==> src/rtl/dt_result_scan.sv <==
// Result-memory scanner: after a rising edge on start, reads every byte of the
// distance-transform result once in raster order and reduces it to statistics.
module dt_result_scan #(
  parameter int IMG_PIX = 16384,
  parameter int ADDR_W  = 14,
  parameter int RD_LAT  = 1
) (
  input  logic              clk,
  input  logic              reset,
  input  logic              start,
  output logic              res_rd,
  output logic [ADDR_W-1:0] res_addr,
  input  logic [7:0]        res_di,
  output logic              busy,
  output logic              scan_done,
  output logic [7:0]        max_dist,
  output logic [ADDR_W-1:0] max_addr,
  output logic [14:0]       obj_count,
  output logic [21:0]       dist_sum,
  output logic [1:0]        dbg_state_o
);

  typedef enum logic [1:0] {
    IDLE  = 2'd0,
    READ  = 2'd1,
    DRAIN = 2'd2,
    DONE  = 2'd3
  } state_t;

  localparam logic [ADDR_W-1:0] LAST_ADDR = ADDR_W'(IMG_PIX - 1);

  state_t            state_q;
  logic              start_q;
  logic              busy_q;
  logic              scan_done_q;
  logic [7:0]        max_dist_q;
  logic [ADDR_W-1:0] max_addr_q;
  logic [14:0]       obj_count_q;
  logic [21:0]       dist_sum_q;

  // Read tag pipeline: stage 0 is the read being issued this cycle (it drives
  // res_rd/res_addr directly); stage RD_LAT-1 lines up with valid res_di.
  logic [RD_LAT-1:0] tag_vld_q;
  logic [ADDR_W-1:0] tag_addr_q [RD_LAT];

  logic              trig;
  logic              cap_vld;
  logic [ADDR_W-1:0] cap_addr;
  logic              cap_new_max;

  always_comb begin
    trig        = start & ~start_q;
    cap_vld     = tag_vld_q[RD_LAT-1];
    cap_addr    = tag_addr_q[RD_LAT-1];
    cap_new_max = res_di > max_dist_q;
  end

  always_ff @(posedge clk or negedge reset) begin
    if (!reset) begin
      state_q     <= IDLE;
      start_q     <= 1'b0;
      busy_q      <= 1'b0;
      scan_done_q <= 1'b0;
      max_dist_q  <= '0;
      max_addr_q  <= '0;
      obj_count_q <= '0;
      dist_sum_q  <= '0;
      tag_vld_q   <= '0;
      for (int i = 0; i < RD_LAT; i++) tag_addr_q[i] <= '0;
    end else begin
      start_q <= start;

      for (int i = 1; i < RD_LAT; i++) begin
        tag_vld_q[i]  <= tag_vld_q[i-1];
        tag_addr_q[i] <= tag_addr_q[i-1];
      end

      // Strict compare keeps the lowest address on ties.
      if (cap_vld) begin
        dist_sum_q <= dist_sum_q + {14'd0, res_di};
        if (res_di != 8'd0) obj_count_q <= obj_count_q + 15'd1;
        if (cap_new_max) begin
          max_dist_q <= res_di;
          max_addr_q <= cap_addr;
        end
      end

      case (state_q)
        IDLE, DONE: begin
          if (trig) begin
            state_q       <= READ;
            busy_q        <= 1'b1;
            scan_done_q   <= 1'b0;
            max_dist_q    <= '0;
            max_addr_q    <= '0;
            obj_count_q   <= '0;
            dist_sum_q    <= '0;
            tag_vld_q[0]  <= 1'b1;
            tag_addr_q[0] <= '0;
          end
        end
        READ: begin
          if (tag_addr_q[0] == LAST_ADDR) begin
            state_q       <= DRAIN;
            tag_vld_q[0]  <= 1'b0;
            tag_addr_q[0] <= '0;
          end else begin
            tag_addr_q[0] <= tag_addr_q[0] + 1'b1;
          end
        end
        DRAIN: begin
          if (tag_vld_q == '0) begin
            state_q     <= DONE;
            busy_q      <= 1'b0;
            scan_done_q <= 1'b1;
          end
        end
        default: state_q <= IDLE;
      endcase
    end
  end

  assign res_rd      = tag_vld_q[0];
  assign res_addr    = tag_addr_q[0];
  assign busy        = busy_q;
  assign scan_done   = scan_done_q;
  assign max_dist    = max_dist_q;
  assign max_addr    = max_addr_q;
  assign obj_count   = obj_count_q;
  assign dist_sum    = dist_sum_q;
  assign dbg_state_o = state_q;

endmodule

==> config.mk <==
export PLATFORM = sky130hd
export DESIGN_NAME = dt_result_scan
export DESIGN_NICKNAME = d
export VERILOG_FILES = /design/src/rtl/dt_result_scan.sv
export SDC_FILE = /design/constraint.sdc
export NUM_CORES = 1
export LEC_CHECK = 0
export CAP_MARGIN = 30
export CORE_MARGIN = 5
export CORE_UTILIZATION = 55
export CTS_BUF_LIST = sky130_fd_sc_hd__clkbuf_2
export DETAILED_ROUTE_END_ITERATION = 10
export GPL_TIMING_DRIVEN = 0
export PLACE_DENSITY = 0.91
export SYNTH_ARGS = -nofsm -noshare
export SYNTH_HDL_FRONTEND = slang
export SYNTH_SLANG_ARGS = --single-unit
==> constraint.sdc <==
create_clock -name clk -period 4.2 [get_ports clk]
set_input_delay 0.84 -clock clk [delete_from_list [all_inputs] [get_ports clk]]
set_output_delay 0.84 -clock clk [all_outputs]
set_load 0.05 [all_outputs]
==> metrics.csv <==
metric,value,unit
synth.area.mux_share,7.16,%
synth_cells,466,
rsz0062_at_grt,false,
total_power,3.35,mW
synth_warnings,0,
tightest_slew,0.696,ns
ys_types,51,
gr-max-usage-layer,met2,
report.final.slew_viol_count,0,
synthAdderAreaFrac,6.50,%
setup_tns,0,ns
synth_compound_area_share,10.5,%
timing.final.crit_share,73.2,%
yosys-top-cells-area,"dfrtp_1, mux2i_1, nand2_1",
cts-root-buf,clkbuf_2,
max_freq,0.325,GHz
r2r-end,dist_sum[15],
relSlewSlack,53.0,%
path_max_fanout,10,
core_area,7730,sq um
cts_resized,0,
io_pins,89,
cts_setup_buffers,0,
design_area,5520,sq um
nNetsFinal,599,
cts_tree,built,
gp_congestion,0.918,
first_pass_iters,5,
clk_latency,0.55,ns
criticalPathCategory,primary input to flop,
final_hold_viol_count,0,
startpoint_type,primary input,
met2_usage,39.7,%
layout-drive-gt1-share,4.74,%
overflow,0,
worstPathCellList,"clkdlybuf4s50_1, ha_1, a211oi_1, nor2_1, a221oi_1, clkbuf_1, o21ai_0, a21oi_1",
leakagePower,2.43,nW
critPathRequiredTime,4.68,ns
ir_worst_vdd,414,uV
yosysTopAreaCellShare,45.5,%
place_hpwl,8360,um
area_growth,26.8,%
outcome,finished clean,
grt_pass1_wl,18800,um
setup_violations,0,
antenna_left,0,
hold_class,primary input to async pin,
synth_top_family_by_area,simple AND/OR/NAND/NOR gates,
synth_flop_cell,dfrtp_1,
wirelength,11400,um
yosys.area_share.simple,21.0,%
h-tree-depth,3,
ys_seq_elements,79,
grt_pass1_vias,3846,
crit_slowest_cell,a221oi_1,
vias_per_cell,5.84,
io_buffers,88,
placed_area,5380,sq um
initialDrtViolationCount,194,
vias,3928,
grt_max_degree,51,
rr_startpoint,dist_sum[1],
avgSynthCellArea,9.33,sq um
synth.cell_area,4350,sq um
start_util,56.3,%
rrSetupSlack,1.54,ns
row_count,32,
chipWidth,98.9,um
synth_edf_count,0,
fin_crit,3.08,ns
antenna_found_initial,1,
gr-usage-all-layers,23.7,%
cts-buffers-inserted,9,
ys_seq_area_share,45.5,%
synthArstFlopShare,100,%
met1_usage,29.9,%
worstPathArrival,3.56,ns
clk_pin_slew,0.23,ns
synth_fp_nets,499,
ff2ff_path_depth,7,
fin_skew,0.0278,ns
cap_violations,0,
wl_per_cell,16.9,um
die_area,9790,sq um
cp-end-kind,flop,
die_h,98.9,um
cts.path.max_buffers,2,
synth_xor_area_share,6.04,%
cpPeakStageDelay,0.59,ns
power.density,608,nW/um^2
cts_hold_buf,0,
synth_top_area_cell,dfrtp_1,
drc,0,
use_met3,5.17,%
clock_sinks,79,
-- cells by family after synthesis --
family	after synthesis
AND/OR/NAND/NOR	194
flip-flops	79
AO/OA/AOI/OAI	73
buffers and inverters	37
multiplexers	31
XOR/XNOR	30
adder cells (fa/ha/maj)	22
-- report_power, final --
| group | leakage [nW] | switching, mW | internal, mW | total, mW |
|---|---|---|---|---|
| logic | 1.30 | 1.20 | 0.630 | 1.83 |
| registers | 1.05 | 0.158 | 0.902 | 1.06 |
| clock network | 0.0777 | 0.274 | 0.192 | 0.466 |
| total | 2.43 | 1.63 | 1.72 | 3.35 |
-- state kept, by name, summed over array words and instances (netlist names) --
| signal | cells |
|---|---|
| obj_count | 15 |
| res_rd | 1 |
| res_addr | 14 |
| dist_sum | 22 |
| max_dist | 8 |
| max_addr | 14 |
| busy | 1 |
| dbg_state_o | 2 |
| scan_done | 1 |
| start_q | 1 |
-- how the worst max path moves through the flow --
stage	startpoint	endpoint	slack [ns]	cells past startpoint
6_report	res_di[1]	dist_sum[15]	1.12	8
5_1_grt	res_di[1]	dist_sum[11]	0.99	8
4_1_cts	res_di[1]	dist_sum[17]	1.20	8
3_5_place_dp	res_di[1]	dist_sum[17]	0.62	8
3_3_place_gp	reset	dist_sum[21]	-0.42	1
2_1_floorplan	res_di[0]	dist_sum[18]	1.62	8
-- cell usage after synthesis, types with 6 or more instances --
cell type   n
a211oi_1    6
inv_1      19
nor2_1     51
ha_1       21
xnor2_1    11
nand2b_1    7
xor2_1     19
o21ai_0    21
nand4_1    11
or3_1       6
a21oi_1    22
mux2i_1    30
nand3_1    17
clkbuf_1   12
nand2_1    75
dfrtp_1    79
-- per-layer routing --
| metal | routed length, um | part of all wire [%] |
|---|---|---|
| met1 | 4780 | 42 |
| met2 | 5630 | 50 |
| met3 | 726 | 6.4 |
| met4 | 215 | 1.9 |
| met5 | 0 | 0 |
-- cell usage in the layout, fill, tap and decap left out, drive strengths merged, types with 2 or more instances in the layout --
cell type       n
clkinv          3
ha             21
nand4          12
nor2           51
xor2           19
mux2i          30
nor3b           2
clkbuf         21
nand3          17
a21o            5
nor4            4
nor3            4
nand2          75
or3             6
xnor2          11
dfrtp          79
o211ai          2
a21oi          22
o21ai          21
nor2b           2
nand2b          7
o31ai           2
and4            2
a211oi          7
clkdlybuf4s50  87
buf             7
and3            5
bufinv          2
o41ai           2
and2            3
inv            20
-- critical path: cells and delay by family --
family          cells  cell delay, ns
buf+inv             2            0.89
simple gates        1            0.14
fa+ha+maj           1            0.36
compound gates      4            1.31
-- per-stage QoR --
step / util (%) / cells / worst slack, ns / hold slack, ns
final: 71.4 / 673 / 1.12 / 0.175
after global routing: 71.4 / 673 / 0.987 / 0.171
after CTS: 71.4 / 672 / 1.20 / 0.159
after floorplan: - / 466 / 1.62 / 0.544
after detailed placement: 69.7 / 657 / 0.619 / 0.518
after global placement: 69.3 / 656 / -0.420 / 0.513
-- area by class of cell --
| type | count | area (sq um) |
|---|---|---|
| multi-input combinational | 350 | 2230 |
| fill | 556 | 2210 |
| sequential | 79 | 1980 |
| timing repair buffer | 89 | 906 |
| tap | 102 | 128 |
| clock inverter | 6 | 86.3 |
| inverter | 20 | 75.1 |
| buffer | 17 | 68.8 |
| clock buffer | 9 | 45.0 |
| antenna | 1 | 2.50 |
(Power assumes the default switching activity.)
